### config.mk
export PLATFORM = sky130hd
export DESIGN_NAME = vector_control_unit
export DESIGN_NICKNAME = d
export VERILOG_FILES = /design/src/rtl/vector_control_unit.sv
export SDC_FILE = /design/constraint.sdc
export NUM_CORES = 1
export LEC_CHECK = 0
export CAP_MARGIN = 15
export CORE_AREA = 2 2 52 42
export CTS_BUF_LIST = sky130_fd_sc_hd__clkbuf_16
export DETAILED_ROUTE_END_ITERATION = 10
export DIE_AREA = 0 0 54 44
export PLACE_DENSITY = 0.61
export SETUP_SLACK_MARGIN = 0.3
export SLEW_MARGIN = 20
export SYNTH_ARGS = -nofsm -noshare
export SYNTH_HDL_FRONTEND = slang
export SYNTH_SLANG_ARGS = --single-unit
### constraint.sdc
create_clock -name clk -period 2 [get_ports clk]
set_input_delay 0.6 -clock clk [delete_from_list [all_inputs] [get_ports clk]]
set_output_delay 0.6 -clock clk [all_outputs]
set_load 0.05 [all_outputs]
### src/rtl/vector_control_unit.sv
// Vector control unit: IDLE/EXEC/HALT sequencer issuing per-lane control strobes.
// Scalar opcodes take one step; vector opcodes step through LANES lanes.
module vector_control_unit #(
    parameter int OP_W   = 4,
    parameter int LANES  = 4,
    parameter int LANE_W = ($clog2(LANES) > 0) ? $clog2(LANES) : 1
) (
    input  logic              clk,
    input  logic              rst_n,
    input  logic              instr_valid,
    input  logic [OP_W-1:0]   operation,
    input  logic              stall,
    input  logic              flush,
    output logic              instr_ready,
    output logic              regWrite,
    output logic              memWrite,
    output logic              branch,
    output logic [1:0]        resultSrc,
    output logic [OP_W-1:0]   aluControl,
    output logic [LANE_W-1:0] lane_idx,
    output logic              busy,
    output logic              halted
);

    localparam logic [1:0] S_IDLE = 2'd0;
    localparam logic [1:0] S_EXEC = 2'd1;
    localparam logic [1:0] S_HALT = 2'd2;

    logic [1:0]        r_state;
    logic [OP_W-1:0]   r_op;
    logic [LANE_W-1:0] r_lane;

    logic w_in_end;
    logic w_scalar;
    logic w_last_lane;
    logic w_last_step;
    logic w_exec;
    logic w_mask;
    logic w_rw;
    logic w_mw;
    logic w_br;
    logic [1:0]      w_rs;
    logic [OP_W-1:0] w_alu;

    assign w_in_end    = (operation == '0) || (operation >= OP_W'(13));
    assign w_scalar    = (r_op <= OP_W'(3));
    assign w_last_lane = (r_lane == LANE_W'(LANES - 1));
    assign w_last_step = w_scalar || w_last_lane;
    assign w_exec      = (r_state == S_EXEC);
    assign w_mask      = stall || flush;

    always_ff @(posedge clk or negedge rst_n) begin
        if (!rst_n) begin
            r_state <= S_IDLE;
            r_op    <= '0;
            r_lane  <= '0;
        end else begin
            case (r_state)
                S_IDLE: begin
                    if (instr_valid && !flush) begin
                        r_op    <= operation;
                        r_lane  <= '0;
                        r_state <= w_in_end ? S_HALT : S_EXEC;
                    end
                end
                S_EXEC: begin
                    // flush outranks stall; stall freezes lane and state
                    if (flush) begin
                        r_state <= S_IDLE;
                        r_lane  <= '0;
                    end else if (!stall) begin
                        if (w_last_step) begin
                            r_state <= S_IDLE;
                            r_lane  <= '0;
                        end else begin
                            r_lane <= r_lane + LANE_W'(1);
                        end
                    end
                end
                S_HALT: begin
                    r_state <= S_HALT;
                end
                default: begin
                    r_state <= S_IDLE;
                end
            endcase
        end
    end

    always_comb begin
        w_rw  = 1'b0;
        w_mw  = 1'b0;
        w_br  = 1'b0;
        w_rs  = 2'd0;
        w_alu = '0;
        if (w_exec) begin
            w_alu = r_op;
            unique case (1'b1)
                (r_op <= OP_W'(4)): begin
                    w_rw = 1'b1;
                end
                (r_op == OP_W'(5)): begin
                    w_rw = 1'b1;
                    w_rs = 2'd1;
                end
                (r_op == OP_W'(6)): begin
                    w_mw = 1'b1;
                    w_rs = 2'd1;
                end
                (r_op == OP_W'(7)) || (r_op == OP_W'(8)): begin
                    w_br = w_last_lane;
                    w_rs = 2'd1;
                end
                default: begin
                    w_rs = 2'd0;
                end
            endcase
        end
    end

    assign regWrite    = w_rw && !w_mask;
    assign memWrite    = w_mw && !w_mask;
    assign branch      = w_br && !w_mask;
    assign resultSrc   = w_rs;
    assign aluControl  = w_alu;
    assign lane_idx    = r_lane;
    assign instr_ready = (r_state == S_IDLE);
    assign busy        = w_exec;
    assign halted      = (r_state == S_HALT);

endmodule
==> key figures <==
Status
  • Outcome: finished, violations left
  • Failing checks: setup timing

GRT
  • First-pass GRT wire length: 2370 µm
  • Gr usage total: 0.140
  • Congestion Overflow GR: 0
  • Vias in the first global route: 540
  • Initial antenna violation count: 0
  • Pin count of the biggest net entering global routing: 9

Pwr
  • Cell Int Power: 940 µW
  • Switching power: 572 µW
  • Pwr/cell area: 1160 nW/µm²
  • Leak pwr: 0.606 nW
  • Sw Share: 0.378
  • Peak supply drop: 0.000805 V
  • Logic gate share of total power: 0.591
  • Sequential power share: 0.185
  • Clock share of power: 0.224

Layout
  • Register area: 203 µm²
  • Share of cells above drive strength 1: 0.693
  • Area of the multi-input gates: 450 µm²
  • Layout area overhead: 148%
  • Nets: 112
  • Fillers: 150
  • Post-Layout Cell Count: 125
  • Commonest non-fill, non-tap cell in the layout: buf_4
  • Commonest cells after routing, fill and taps aside: 21 x buf_4, 11 x buf_12, 8 x buf_6
  • N_diodes: 0

STA
  • RSZ-0062 raised after global routing: true
  • Clk_skew: 6.28 ps
  • Hold Vio Cnt, Final: 0
  • Tcrit/Tclk final: 1.03
  • Slack of the critical path: -60.9 ps
  • Maximum clock frequency: 485 MHz
  • Final Setup Violations: 4
  • Setup_tns: -160 ps
  • Tmin final: 2060 ps
  • Final Max Tran Viols: 0

Placement
  • Placed cell count: 110
  • RePlAce Congestion: 0.752
  • Detail Placement HPWL: 1130 µm
  • # port buffers: 21

Yosys
  • Syn avg cell area: 10.3 µm²
  • Post-Synthesis Cells: 51
  • Synth Area in XOR/XNOR: 0
  • Post-synthesis mux area share: 0.105
  • Syn_nets: 61
  • Largest family of logic cells by synthesized area: simple AND/OR/NAND/NOR gates
  • Compound-Gate Fraction of Synth Area: 0.140
  • Synth area leader: dfrtp_1
  • Synthesized area: 527 µm²
  • Synthesis-stage register bit count: 8
  • Area share of fa/ha/maj cells after synthesis: 0.0238
  • Seq/Total Area, Yosys: 0.380
  • Synth cell types: 29
  • Yosys top cell area share: 0.380
  • Largest cells by area after synthesis: dfrtp_1 38%, mux2_2 8.6%, and2_1 4.8%, nor4b_4 4.5%, nor3b_1 4.3%
  • Ys Warns: 0
  • Simple-gate share of the synthesized area: 0.309

Die
  • Ports: 23
  • Die footprint: 2380 µm²
  • Core Area: 1890 µm²
  • Chip Height: 44 µm
  • Die X: 54 µm
  • Row count: 14
  • Starting Density: 0.278

Clock tree
  • CTS Buf Count: 3
  • CTS tree: yes
  • Clk sinks: 8
  • H-tree depth: 1
  • Clock root cell: clkbuf_16
  • CTS Buffer Depth: 2
  • Hold_buf cts: 0
  • Skew-Pair Late Insertion Delay: 230 ps
  • Worst-path clk slew: 30 ps

Drt
  • Vias/cell: 4.73
  • ANT nets after route: 0
  • Via count: 591
  • Initial DRC count: 8
  • DRC: 0
  • DRT Wirelength: 1690 µm
  • First drt pass iteration count: 4
  • WL/cell: 13.5 µm

Worst setup path
  • Critical path peak fanout: 2
  • Crit start category: flip-flop
  • CP Class: reg -> out
  • WP data required: 1400 ps
  • Worst setup EP type: primary output
  • CP arrival: 1460 ps

Run
  • Maxcap violations: 0

Min path
  • Worst Hold Class: reg -> reg
per-stage QoR:
stage                     setup slack, ps  utilization  hold slack, ps  cell area (µm²)  power (mW)
final                               -60.9        0.690             538             1310        1.51
after global routing                 -150        0.690             574             1310        1.57
after CTS                           -79.3        0.651             546             1230        1.41
after detailed placement             -429        0.564             539             1070        1.00
after global placement               -403        0.564             529             1070       0.993
after floorplan                     -89.1            -             304              617       0.667
Yosys cell counts:
library cell  n
a2111oi_2     1
a21oi_1       1
a41oi_1       1
and2_1        4
and3_1        1
buf_4         1
conb_1        1
dfrtp_1       8
ha_1          1
inv_1         3
mux2_2        4
mux2i_1       1
nand2_1       3
nand2b_1      2
nand3_1       2
nor2_1        1
nor2b_1       1
nor2b_2       1
nor3b_1       3
nor4_1        1
nor4b_1       1
nor4b_4       1
o211a_1       1
o211ai_1      1
o21a_1        1
o21ai_0       2
o21ba_2       1
or2_1         1
or4_4         1
power groups by stage:
stage / logic (mW) / registers [mW] / clock network, mW
2_1_floorplan: 0.344 / 0.323 / 0
3_3_place_gp: 0.717 / 0.276 / 0
3_5_place_dp: 0.723 / 0.277 / 0
4_1_cts: 0.796 / 0.270 / 0.341
5_1_grt: 0.933 / 0.287 / 0.352
6_report: 0.894 / 0.279 / 0.339
flip-flops by register name, summed over array words and instances, names as in the netlist:
register,flops
r_op,4
r_state,2
lane_idx,2
metal layers:
metal	vias to the layer above	wire length [µm]	GRT usage	share of wire
met5	-	0	0	0
met3	0	82	0.0241	0.049
met2	20	912	0.244	0.54
met4	0	0	0.0300	0
li1	285	-	-	-
met1	286	695	0.179	0.41
cells by family after synthesis:
logic type                 after synthesis
muxes                                    5
and+or+nand+nor                         23
adders and majority gates                1
buffers and inverters                    4
AOI/OAI and AO/OA                        9
DFF                                      8
other                                    1
path summary, 6_finish.rpt:
| path | start | end | cells after the start | slack [ps] |
|---|---|---|---|---|
| setup / recovery | r_op[2]$_DFFE_PN0P_ | branch | 4 | -60 |
| hold / removal | lane_idx[1]$_DFFE_PN0P_ | lane_idx[1]$_DFFE_PN0P_ | 1 | 540 |
| setup reg to reg | r_state[0]$_DFFE_PN0P_ | r_op[2]$_DFFE_PN0P_ | 6 | 340 |
| hold reg to reg | lane_idx[1]$_DFFE_PN0P_ | lane_idx[1]$_DFFE_PN0P_ | 1 | 540 |
| max in group asynchronous | rst_n | r_state[0]$_DFFE_PN0P_ | 1 | 1070 |
| min in group asynchronous | rst_n | r_state[1]$_DFFE_PN0P_ | 1 | 650 |
layout make-up:
class | count | area share
tap | 24 | 0.0230
clock inverter | 1 | 0.00288
sequential | 8 | 0.155
timing repair buffer | 47 | 0.407
clock buffer | 3 | 0.0575
multi-input combinational | 39 | 0.345
inverter | 3 | 0.00863
timing repair:
item	in CTS	in global routing
endpoints found under the setup margin	15	16
gates resized for setup	20	9
hold endpoints to repair	0	0
pin swaps	8	9
buffers inserted	7	4
worst max-delay path: stages, from the launching register on:
cell,delay [ps]
dfrtp_1,400
nor4b_4,340
a41oi_2,80
nor3b_4,250
buf_12,160
Note: power is estimated with default switching activity, not from simulation.
